**config.mk**
```make
export PLATFORM = sky130hd
export DESIGN_NAME = load_store_unit
export DESIGN_NICKNAME = d
export VERILOG_FILES = /design/src/rtl/load_store_unit.sv
export SDC_FILE = /design/constraint.sdc
export NUM_CORES = 1
export LEC_CHECK = 0
export ABC_CLOCK_PERIOD_IN_PS = 2900
export BUFFER_PORTS_ARGS = -buffer_cell sky130_fd_sc_hd__buf_2
export CORE_MARGIN = 2
export CORE_UTILIZATION = 50
export CTS_BUF_LIST = sky130_fd_sc_hd__clkbuf_4
export DETAILED_ROUTE_END_ITERATION = 8
export MAX_ROUTING_LAYER = met4
export PLACE_DENSITY = 0.81
export SKIP_LAST_GASP = 1
export SLEW_MARGIN = 20
export SYNTH_ARGS = -nofsm -noshare
export SYNTH_HDL_FRONTEND = slang
export SYNTH_SLANG_ARGS = --single-unit
```
**constraint.sdc**
```tcl
create_clock -name clk -period 2.9 [get_ports clk]
set_clock_uncertainty 0.1 [all_clocks]
set_input_delay 0.58 -clock clk [delete_from_list [all_inputs] [get_ports clk]]
set_output_delay 0.58 -clock clk [all_outputs]
set_load 0.05 [all_outputs]
```
**src/rtl/load_store_unit.sv**
```systemverilog
// Memory-access stage: runs one data-memory transaction per start over a
// req/ack handshake, stalls the core while busy, and returns the extended
// load value. Illegal or misaligned accesses fault without touching memory.
// A fault holds FAULT for two cycles and pulses done in the second, so a
// start-time fault completes at the same cycle offset as the fastest access.
module load_store_unit #(
  parameter int TIMEOUT_CYC = 64
) (
  input  logic        clk,
  input  logic        rst_n,
  input  logic        start,
  input  logic        is_store,
  input  logic [2:0]  mem_op,
  input  logic [31:0] addr,
  input  logic [31:0] wdata,
  output logic        busy,
  output logic        done,
  output logic [31:0] rdata,
  output logic        misalign,
  output logic        bus_err,
  output logic        dm_req,
  output logic        dm_we,
  output logic [31:0] dm_addr,
  output logic [31:0] dm_wdata,
  output logic [3:0]  dm_be,
  input  logic        dm_ack,
  input  logic [31:0] dm_rdata
);

  localparam int CW = $clog2(TIMEOUT_CYC + 1);

  typedef enum logic [1:0] {IDLE, REQ, RESP, FAULT} state_t;

  state_t        state, state_nxt;
  logic          st_q;
  logic [2:0]    op_q;
  logic [31:0]   addr_q;
  logic [31:0]   wdata_q;
  logic [CW-1:0] cnt_q;
  logic          fault_hold_q;
  logic          mis_q;
  logic          err_q;
  logic          illegal;
  logic          misal;
  logic [31:0]   byte_sh;
  logic [31:0]   half_sh;
  logic [31:0]   load_ext;

  // Classify the access presented with start; only consulted in IDLE.
  always_comb begin
    // NOTE: every always_comb output gets a default first so no path infers a latch.
    illegal = 1'b0;
    misal   = 1'b0;
    if (mem_op == 3'b010 || mem_op[2:1] == 2'b11 || (is_store && mem_op[2]))
      illegal = 1'b1;
    else if ((mem_op[1:0] == 2'b01 && addr[0]) ||
             (mem_op[1:0] == 2'b11 && addr[1:0] != 2'b00))
      misal = 1'b1;
  end

  // Next-state logic and state-decoded handshake outputs.
  always_comb begin
    state_nxt = state;
    case (state)
      IDLE:  if (start) state_nxt = (illegal || misal) ? FAULT : REQ;
      REQ:   if (dm_ack) state_nxt = RESP;
             else if (cnt_q == CW'(TIMEOUT_CYC - 1)) state_nxt = FAULT;
      RESP:  state_nxt = IDLE;
      FAULT: if (fault_hold_q) state_nxt = IDLE;
      default: state_nxt = IDLE;
    endcase
  end

  assign busy     = (state != IDLE);
  assign dm_req   = (state == REQ);
  assign done     = (state == RESP) || (state == FAULT && fault_hold_q);
  assign misalign = (state == FAULT) && fault_hold_q && mis_q;
  assign bus_err  = (state == FAULT) && fault_hold_q && err_q;
  assign dm_we    = (state == REQ) && st_q;
  assign dm_addr  = {addr_q[31:2], 2'b00};

  // Byte enables and lane-replicated store data from the latched access.
  always_comb begin
    dm_be    = 4'b0000;
    dm_wdata = wdata_q;
    case (op_q[1:0])
      2'b00: begin
        dm_be    = 4'b0001 << addr_q[1:0];
        dm_wdata = {4{wdata_q[7:0]}};
      end
      2'b01: begin
        dm_be    = addr_q[1] ? 4'b1100 : 4'b0011;
        dm_wdata = {2{wdata_q[15:0]}};
      end
      default: dm_be = 4'b1111;
    endcase
    if (state != REQ) dm_be = 4'b0000;
  end

  // Select the addressed lane of the read word and sign/zero-extend it.
  always_comb begin
    byte_sh  = dm_rdata >> {addr_q[1:0], 3'b000};
    half_sh  = dm_rdata >> {addr_q[1], 4'b0000};
    load_ext = dm_rdata;
    case (op_q[1:0])
      2'b00:   load_ext = {{24{~op_q[2] & byte_sh[7]}}, byte_sh[7:0]};
      2'b01:   load_ext = {{16{~op_q[2] & half_sh[15]}}, half_sh[15:0]};
      default: load_ext = dm_rdata;
    endcase
  end

  // State register, access latch, timeout counter and load result.
  always_ff @(posedge clk or negedge rst_n) begin
    if (!rst_n) begin
      state        <= IDLE;
      st_q         <= 1'b0;
      op_q         <= 3'b000;
      addr_q       <= '0;
      wdata_q      <= '0;
      cnt_q        <= '0;
      fault_hold_q <= 1'b0;
      mis_q        <= 1'b0;
      err_q        <= 1'b0;
      rdata        <= '0;
    end else begin
      // NOTE: non-blocking assignments so every register samples pre-edge values.
      state        <= state_nxt;
      fault_hold_q <= (state == FAULT) && !fault_hold_q;
      cnt_q        <= (state == REQ) ? cnt_q + 1'b1 : '0;
      if (state == IDLE && start) begin
        st_q    <= is_store;
        op_q    <= mem_op;
        addr_q  <= addr;
        wdata_q <= wdata;
        mis_q   <= misal;
        err_q   <= illegal;
      end
      if (state == REQ && !dm_ack && cnt_q == CW'(TIMEOUT_CYC - 1)) begin
        mis_q <= 1'b0;
        err_q <= 1'b1;
      end
      if (state == REQ && dm_ack && !st_q)
        rdata <= load_ext;
    end
  end

endmodule

```
==> key figures, run 1 <==
Run status
  • Status: finished, final reports clean

STA
  • Final Max Tran Viols: 0
  • Final hold vios: 0
  • Final period util: 0.9272
  • Worst slew margin: 0.5012
  • Setup TNS Final: 0 ns
  • F_max: 0.3719 GHz
  • Min cycle time layout: 2.689 ns
  • WHS: 0.005308 ns
  • Unrepaired setup endpoints after global routing: no
  • Number of endpoints failing setup at the final stage: 0
  • Worst slew pin tran: 0.7474 ns

Routing
  • Drt first pass iters: 4
  • Initial DRC count: 220
  • Via/cell ratio: 5.570
  • Final ANT Viol Nets: 0
  • Via count: 4478
  • Routed WL: 14.23 mm
  • Avg WL per Cell: 17.70 µm
  • DRC viols: 0

Run
  • Max_cap viols: 0

Synth
  • EDFF count, synth: 0
  • Top-area cell type share of the netlist area: 0.4984
  • Post-synthesis cell count: 501
  • Number of distinct library cells after synthesis: 41
  • Area leader, netlist: dfrtp_1
  • Register area share after synthesis: 0.4984
  • FFs w/ async S/R, synth: 1.000
  • Avg Cell Area, Syn: 11.22 µm²
  • Synth Cell Area: 5623 µm²
  • Top_reg_cell synth: dfrtp_1
  • Synth Register Bits: 112
  • Synth area leaders: dfrtp_1 50%, mux2_2 17%, buf_4 5.5%
  • Yosys warns: 0

Placed design
  • Port Buf Inserts: 207
  • Final weighted congestion in routability-driven placement: 1.003
  • Placed wire-length estimate: 10.53 mm

Clock network
  • Clk sinks: 112
  • Root buf cell: clkbuf_4
  • CTS HTree Levels: 3
  • Bufs on Longest Clock Path: 2
  • Setup bufs post-CTS: 0
  • TritonCTS buffer count: 9
  • Clk_lat worst skew: 0.47 ns
  • CTS clk-pin slew, worst paths: 0.17 ns
  • CTS tree: done

Worst setup path
  • CP peak stage delay: 0.45 ns
  • RR Startpoint: addr_q[0]
  • CP Max Fanout: 8
  • Worst setup EP type: output port
  • Crit Path Class: flop to output port
  • Startpoint types: flop
  • Worst EP required: 2.22 ns
  • Flop-to-flop setup slack: 0.61 ns
  • Slowest-stage cell, CP: dfrtp_2
  • Critical-path cell list: nor2_2 -> buf_4 -> mux2_2 -> buf_2
  • Critical path launch point: op_q[1]
  • Critical Path End: dm_wdata[10]
  • Reg2reg end: rdata[22]
  • CP arrival: 2.01 ns
  • FF-to-FF path depth: 3

Floorplanning
  • Ports: 210
  • Core area: 10890 µm²
  • Starting Density: 0.5164
  • Die ar.: 12110 µm²
  • Rows: 38
  • Die height: 110.0 µm
  • Die W: 110.0 µm

Global routing
  • Tot GR Track Use: 0.2432
  • Vias in the first global route: 4404
  • Overflow after GRT: 0
  • Initial antenna violation count: 1
  • First-pass GRT wire length: 21.80 mm
  • Largest net degree at the start of global routing: 61

Final layout
  • Util after Layout: 0.6096
  • Commonest non-fill, non-tap cell in the layout: buf_2
  • Layout Nets: 764
  • Share of layout cells above drive strength 1: 0.4902
  • Most frequent cells in the layout: 206 x buf_2, 111 x dfrtp_1, 83 x mux2_2
  • Syn-to-layout area delta: 18.05%

Min path
  • Hold Path Class: input port to async pin
cell usage after synthesis, types with 2 or more instances:
| master | number |
|---|---|
| a21oi_1 | 29 |
| a221oi_1 | 8 |
| and2_1 | 3 |
| buf_1 | 3 |
| buf_2 | 19 |
| buf_4 | 41 |
| clkbuf_1 | 9 |
| dfrtp_1 | 112 |
| inv_1 | 8 |
| mux2_2 | 83 |
| mux2i_1 | 17 |
| nand2_1 | 31 |
| nand2b_1 | 4 |
| nand3_1 | 4 |
| nor2_1 | 18 |
| nor3_1 | 3 |
| nor4bb_1 | 7 |
| o211ai_1 | 16 |
| o21ai_0 | 48 |
| o21ai_1 | 9 |
| o22a_1 | 7 |
| or3_1 | 2 |
| xor2_1 | 2 |
flip-flops by register name, summed over array words and instances, names as in the netlist:
signal,cells
addr_q,32
rdata,32
wdata_q,32
cnt_q,7
op_q,3
state,2
err_q,1
fault_hold_q,1
mis_q,1
st_q,1
worst min-delay path by stage:
stage	from	end	slack, ns	cells past startpoint
final	rst_n	addr_q[29]	0.005	1
after global placement	fault_hold_q	fault_hold_q	0.34	1
after CTS	rst_n	addr_q[29]	0.005	1
after global routing	rst_n	addr_q[15]	0.03	1
after detailed placement	fault_hold_q	fault_hold_q	0.34	1
after floorplan	rst_n	addr_q[0]	0.18	0
repair_timing:
action,in CTS,in global routing
hold buffers,0,0
endpoints found under the setup margin,0,8
gates resized for setup,0,3
cells by family after synthesis:
logic type,count (synthesis),share of synthesized area
adders and majority gates,1,0.002225
AOI/OAI and AO/OA,125,0.1353
and+or+nand+nor,77,0.07121
other,1,0.0006669
DFF,112,0.4984
muxes,101,0.2005
xor gates and xnor gates,3,0.004674
buffers and inverters,81,0.08701
layer usage:
layer,vias to the layer above,track usage,share of wire
met3,19,0.03939,0.055
met4,0,0.1049,0.018
li1,2073,-,-
met5,-,-,0
met1,2223,0.2931,0.40
met2,163,0.4049,0.53
through the flow:
step                area (µm²)  std cells  setup WS, ns
finish                    6638        804        0.2112
detailed placement        6492        788        0.5916
floorplan                 5627        502        0.1497
global placement          6492        788        0.7078
CTS                       6626        803       0.06277
global route              6638        804       0.01835
area by class of cell:
| class | count | area (µm²) |
|---|---|---|
| Clock inverter | 5 | 58.81 |
| Timing Repair Buffer | 219 | 1145 |
| Tap cell | 140 | 175.2 |
| Antenna cell | 1 | 2.502 |
| Multi-Input combinational cell | 309 | 2347 |
| Inverter | 8 | 30.03 |
| Clock buffer | 10 | 75.07 |
| Fill cell | 905 | 4250 |
| Sequential cell | 112 | 2804 |
critical path: cells and delay by family, from the launching register on:
kind	cells	cell delay [ns]
buf+inv	2	0.47
flops	1	0.45
mux	1	0.36
simple gates	1	0.25
Power of run 1 is not shown: default switching activity piles up to over one toggle a cycle in this logic, so the estimate is an artifact.
==> run 2: changes to the inputs <==
Settings changed: CORE_UTILIZATION 50 to 55, PLACE_DENSITY 0.81 to 0.88.
==> key figures, run 2 (same netlist as run 1, synthesis figures left out) <==
Clock network
  • Bufs on Longest Clock Path: 2 (unchanged)
  • TritonCTS buffer count: 9 (unchanged)
  • Root buf cell: clkbuf_4 (unchanged)
  • Clk sinks: 112 (unchanged)
  • CTS HTree Levels: 3 (unchanged)
  • CTS tree: done (unchanged)
  • CTS clk-pin slew, worst paths: 0.17 ns (about the same)
  • Clk_lat worst skew: 0.46 ns (was 0.47 ns)

Worst setup path
  • FF-to-FF path depth: 3 (unchanged)
  • Startpoint types: flop (unchanged)
  • Critical Path End: dm_be[2] (was dm_wdata[10])
  • Crit Path Class: flop to output port (unchanged)
  • Worst setup EP type: output port (unchanged)
  • Reg2reg end: rdata[27] (was rdata[22])
  • CP Max Fanout: 10 (was 8)
  • CP arrival: 2.08 ns (was 2.01 ns)
  • Worst EP required: 2.22 ns (about the same)
  • RR Startpoint: addr_q[0] (unchanged)
  • Flop-to-flop setup slack: 0.55 ns (was 0.61 ns)
  • Critical path launch point: state[1] (was op_q[1])

Floorplanning
  • Ports: 210 (unchanged)
  • Starting Density: 0.5700 (was 0.5164)
  • Die W: 105.1 µm (was 110.0 µm)
  • Die height: 105.1 µm (was 110.0 µm)
  • Rows: 36 (was 38)
  • Die ar.: 11050 µm² (was 12110 µm²)
  • Core area: 9864 µm² (was 10890 µm²)

Placed design
  • Port Buf Inserts: 207 (unchanged)
  • Placed wire-length estimate: 10.63 mm (was 10.53 mm)
  • Final weighted congestion in routability-driven placement: 0.9113 (was 1.003)
  • Place WS: 0.5548 ns (was 0.5916 ns)

Global routing
  • Met3 Track Usage GR: 0.05115 (was 0.03939)
  • Most Crowded Layer GR: met2 (unchanged)
  • Initial antenna violation count: 0 (was 1)
  • Tot GR Track Use: 0.2715 (was 0.2432)
  • Met2 global-route usage: 0.4583 (was 0.4049)
  • Overflow after GRT: 0 (unchanged)
  • First-pass GRT wire length: 22.98 mm (was 21.80 mm)
  • Largest net degree at the start of global routing: 52 (was 61)
  • Vias in the first global route: 4719 (was 4404)
  • GRT met1 Usage: 0.3203 (was 0.2931)

Final layout
  • Commonest non-fill, non-tap cell in the layout: buf_2 (unchanged)
  • Layout Nets: 764 (unchanged)
  • Biggest registers after layout: addr_q x32, rdata x32, wdata_q x32 (unchanged)
  • Share of layout cells above drive strength 1: 0.4880 (was 0.4902)
  • Antenna cells: 0 (was 1)
  • Syn-to-layout area delta: 18.87% (was 18.05%)
  • Area of the multi-input gates: 2338 µm² (was 2347 µm²)
  • Most frequent cells in the layout: 206 x buf_2, 110 x dfrtp_1, 83 x mux2_2 (was 206 x buf_2, 111 x dfrtp_1, 83 x mux2_2)
  • Filler cell count: 730 (was 905)
  • Sequential cell area: 2808 µm² (was 2804 µm²)

Min path
  • Min-delay src: addr[16]
  • Hold Path Class: input port to flop (was input port to async pin)

STA
  • Final Max Tran Viols: 0 (unchanged)
  • Unrepaired setup endpoints after global routing: yes (was no)
  • Final period util: 0.9513 (was 0.9272)
  • Number of endpoints failing setup at the final stage: 0 (unchanged)
  • Final Worst Setup Slack: 0.1413 ns (was 0.2112 ns)
  • Worst slew margin: 0.5553 (was 0.5012)
  • WHS: 0.2329 ns (was 0.005308 ns)
  • Min cycle time layout: 2.759 ns (was 2.689 ns)
  • Worst slew pin tran: 0.6649 ns (was 0.7474 ns)
  • F_max: 0.3625 GHz (was 0.3719 GHz)
  • Final hold vios: 0 (unchanged)

Routing
  • Drt first pass iters: 5 (was 4)
  • Final ANT Viol Nets: 0 (unchanged)
  • Via count: 4586 (was 4478)
  • Routed WL: 14.28 mm (was 14.23 mm)
  • DRC viols: 0 (unchanged)
  • Via/cell ratio: 5.754 (was 5.570)
  • Initial DRC count: 234 (was 220)
  • Avg WL per Cell: 17.91 µm (was 17.70 µm)

Run
  • Max_cap viols: 0 (unchanged)

Run status
  • Status: finished, final reports clean (unchanged)
run 2: layout make-up:
cell class	count	share of cell area
Clock buffer	10	0.01123
Timing Repair Buffer	219	0.1760
Tap cell	133	0.02490
Sequential cell	112	0.4201
Multi-Input combinational cell	309	0.3499
Inverter	8	0.004493
Clock inverter	6	0.01348
run 2: what timing repair did:
| item | in CTS | in global routing |
|---|---|---|
| setup endpoints to repair | 0 | 24 |
| setup buffers | 0 | 0 |
| gates resized for setup | 0 | 5 |
| hold buffers | 1 | 0 |
| hold endpoints to repair | 34 | 0 |
run 2: per-layer routing:
| layer | vias up | routed length (µm) |
|---|---|---|
| met5 | - | 0 |
| met2 | 224 | 7471 |
| met1 | 2251 | 5509 |
| met4 | 0 | 397 |
| li1 | 2071 | - |
| met3 | 40 | 897 |
run 2: worst min path at each step:
stage / cells after the start / to
global route: 2 / addr_q[10]
finish: 2 / addr_q[16]
global placement: 1 / fault_hold_q
CTS: 2 / addr_q[16]
floorplan: 0 / addr_q[0]
detailed placement: 1 / fault_hold_q
run 2: worst max-delay path, cell delays in order (launching register included):
cell and delay [ns]:
dfrtp_1 0.48, nand2b_1 0.33, inv_1 0.20, o21ai_0 0.14, a21oi_1 0.19, buf_2 0.29
run 2: per-stage QoR:
stage	util	cells	setup TNS, ns	area (µm²)
after floorplan	-	502	0	5627
after global placement	0.6584	780	0	6495
after detailed placement	0.6584	780	0	6495
after CTS	0.6762	797	0	6670
after global routing	0.6776	797	-0.07010	6684
final	0.6776	797	0	6684
Power of run 2 is left out for the same reason.
==> run 3: changes to the inputs <==
Settings changed: ABC_CLOCK_PERIOD_IN_PS 2900 to 2600, CORE_UTILIZATION 55 to 51, PLACE_DENSITY 0.88 to 0.82.
Clock period 2.9 ns to 2.6 ns, I/O delays scaled along.
==> key figures, run 3 (same netlist as run 1, synthesis figures left out) <==
Worst setup path
  • Top delay family on crit path: flip-flops (was buffers and inverters)
  • Worst setup EP type: output port (unchanged)
  • Startpoint types: flop (unchanged)
  • Worst EP required: 1.98 ns (was 2.22 ns)
  • Slowest-stage cell, CP: dfrtp_2 (was dfrtp_1)
  • CP arrival: 1.90 ns (was 2.08 ns)
  • CP Buf/Inv Count: 2 (unchanged)
  • Critical-path cell list: nor2_2 -> buf_6 -> mux2_2 -> buf_2 (was nand2b_1 -> inv_1 -> o21ai_0 -> a21oi_1 -> buf_2)
  • Crit Path Class: flop to output port (unchanged)
  • CP peak stage delay: 0.48 ns (about the same)
  • CP Max Fanout: 8 (was 10)

Global routing
  • Largest net degree at the start of global routing: 57 (was 52)
  • Vias in the first global route: 4561 (was 4719)
  • First-pass GRT wire length: 22.87 mm (was 22.98 mm)
  • Overflow after GRT: 0 (unchanged)
  • Initial antenna violation count: 0 (unchanged)
  • Tot GR Track Use: 0.2604 (was 0.2715)

Floorplanning
  • Die W: 109 µm (was 105.1 µm)
  • Ports: 210 (unchanged)
  • Die ar.: 11880 µm² (was 11050 µm²)
  • Starting Density: 0.5210 (was 0.5700)
  • Rows: 38 (was 36)
  • Die height: 109 µm (was 105.1 µm)
  • Core area: 10790 µm² (was 9864 µm²)

Routing
  • Routed WL: 14.63 mm (was 14.28 mm)
  • Via/cell ratio: 5.515 (was 5.754)
  • DRC viols: 0 (unchanged)
  • Initial DRC count: 302 (was 234)
  • Via count: 4473 (was 4586)
  • Final ANT Viol Nets: 0 (unchanged)
  • Avg WL per Cell: 18.04 µm (was 17.91 µm)
  • Drt first pass iters: 4 (was 5)

Final layout
  • Final Cell Area: 6814 µm² (was 6684 µm²)
  • Commonest non-fill, non-tap cell in the layout: buf_2 (unchanged)
  • Share of layout cells above drive strength 1: 0.4993 (was 0.4880)
  • Sequential cell area: 2804 µm² (was 2808 µm²)
  • Most frequent cells in the layout: 202 x buf_2, 111 x dfrtp_1, 83 x mux2_2 (was 206 x buf_2, 110 x dfrtp_1, 83 x mux2_2)
  • Filler cell count: 897 (was 730)
  • Antenna cells: 0 (unchanged)
  • Biggest registers after layout: addr_q x32, rdata x32, wdata_q x32 (unchanged)
  • Layout Nets: 771 (was 764)
  • Area of the multi-input gates: 2360 µm² (was 2338 µm²)
  • Syn-to-layout area delta: 21.18% (was 18.87%)

Clock network
  • TritonCTS buffer count: 9 (unchanged)
  • CTS tree: done (unchanged)
  • CTS HTree Levels: 3 (unchanged)
  • Clk sinks: 112 (unchanged)
  • Bufs on Longest Clock Path: 2 (unchanged)
  • Root buf cell: clkbuf_4 (unchanged)
  • Clk_lat worst skew: 0.50 ns (was 0.46 ns)
  • CTS clk-pin slew, worst paths: 0.17 ns (about the same)

STA
  • Final Max Tran Viols: 0 (unchanged)
  • Unrepaired setup endpoints after global routing: yes (unchanged)
  • Final hold vios: 0 (unchanged)
  • Setup TNS Final: 0 ns (unchanged)
  • F_max: 0.3973 GHz
  • Worst slew pin tran: 0.7418 ns (was 0.6649 ns)
  • Worst slew margin: 0.5055 (was 0.5553)
  • Min cycle time layout: 2.517 ns
  • Final period util: 0.9681
  • Number of endpoints failing setup at the final stage: 0 (unchanged)

Placed design
  • Placed wire-length estimate: 10.90 mm (was 10.63 mm)
  • Post-DP Area: 6575 µm² (was 6495 µm²)
  • Final weighted congestion in routability-driven placement: 0.9337 (was 0.9113)
  • Port Buf Inserts: 207 (unchanged)

Min path
  • Hold Path Class: input port to flop (unchanged)

Run status
  • Status: finished, final reports clean (unchanged)

Run
  • Max_cap viols: 0 (unchanged)
-- run 3: cell types whose count changed in the layout (fill, tap and decap cells not counted), moves of 2 or more --
cell	delta
buf_2	-4
buf_4	+8
a21oi_1	-2
a21oi_2	+2
inv_6	-2
-- run 3: final cells by class --
class | count | share of cell area
clock buffer | 9 | 0.009916
clock inverter | 7 | 0.01855
inverter | 8 | 0.004407
multi-input combinational | 309 | 0.3463
sequential | 112 | 0.4115
tap | 140 | 0.02571
timing repair buffer | 226 | 0.1836
-- run 3: metrics by stage --
stage | cells | utilization | hold WS (ns) | setup WS [ns]
floorplan | 502 | - | 0.1244 | -0.02209
global placement | 793 | 0.6092 | 0.2608 | 0.4618
detailed placement | 793 | 0.6092 | 0.2626 | 0.3850
CTS | 811 | 0.6297 | 0.09392 | 0.004125
global route | 811 | 0.6313 | 0.07457 | -0.02207
finish | 811 | 0.6313 | 0.1284 | 0.08292
-- run 3: path summary, 6_finish.rpt --
kind / start / slack, ns / depth (start not counted) / endpoint
max: op_q[1] / 0.08 / 4 / dm_wdata[9]
min: addr[2] / 0.13 / 2 / addr_q[2]
max reg2reg: state[0] / 0.41 / 4 / wdata_q[22]
min reg2reg: fault_hold_q / 0.37 / 1 / fault_hold_q
max in group asynchronous: rst_n / 1.50 / 3 / op_q[1]
min in group asynchronous: rst_n / 0.27 / 2 / addr_q[31]
-- run 3: routing by layer --
layer,track usage,wire [µm],vias to the layer above
met4,0.09432,294,0
met3,0.07233,878,27
met1,0.3135,5956,2183
met2,0.4201,7502,180
li1,-,-,2083
met5,-,0,-
-- run 3: repair_timing --
item,in CTS,in global routing
pin swaps,0,0
hold buffers,1,0
hold endpoints to repair,68,0
gates resized for setup,5,5
gates cloned,0,0
buffers inserted,1,0
endpoints found under the setup margin,13,13
Power of run 3 is left out for the same reason.
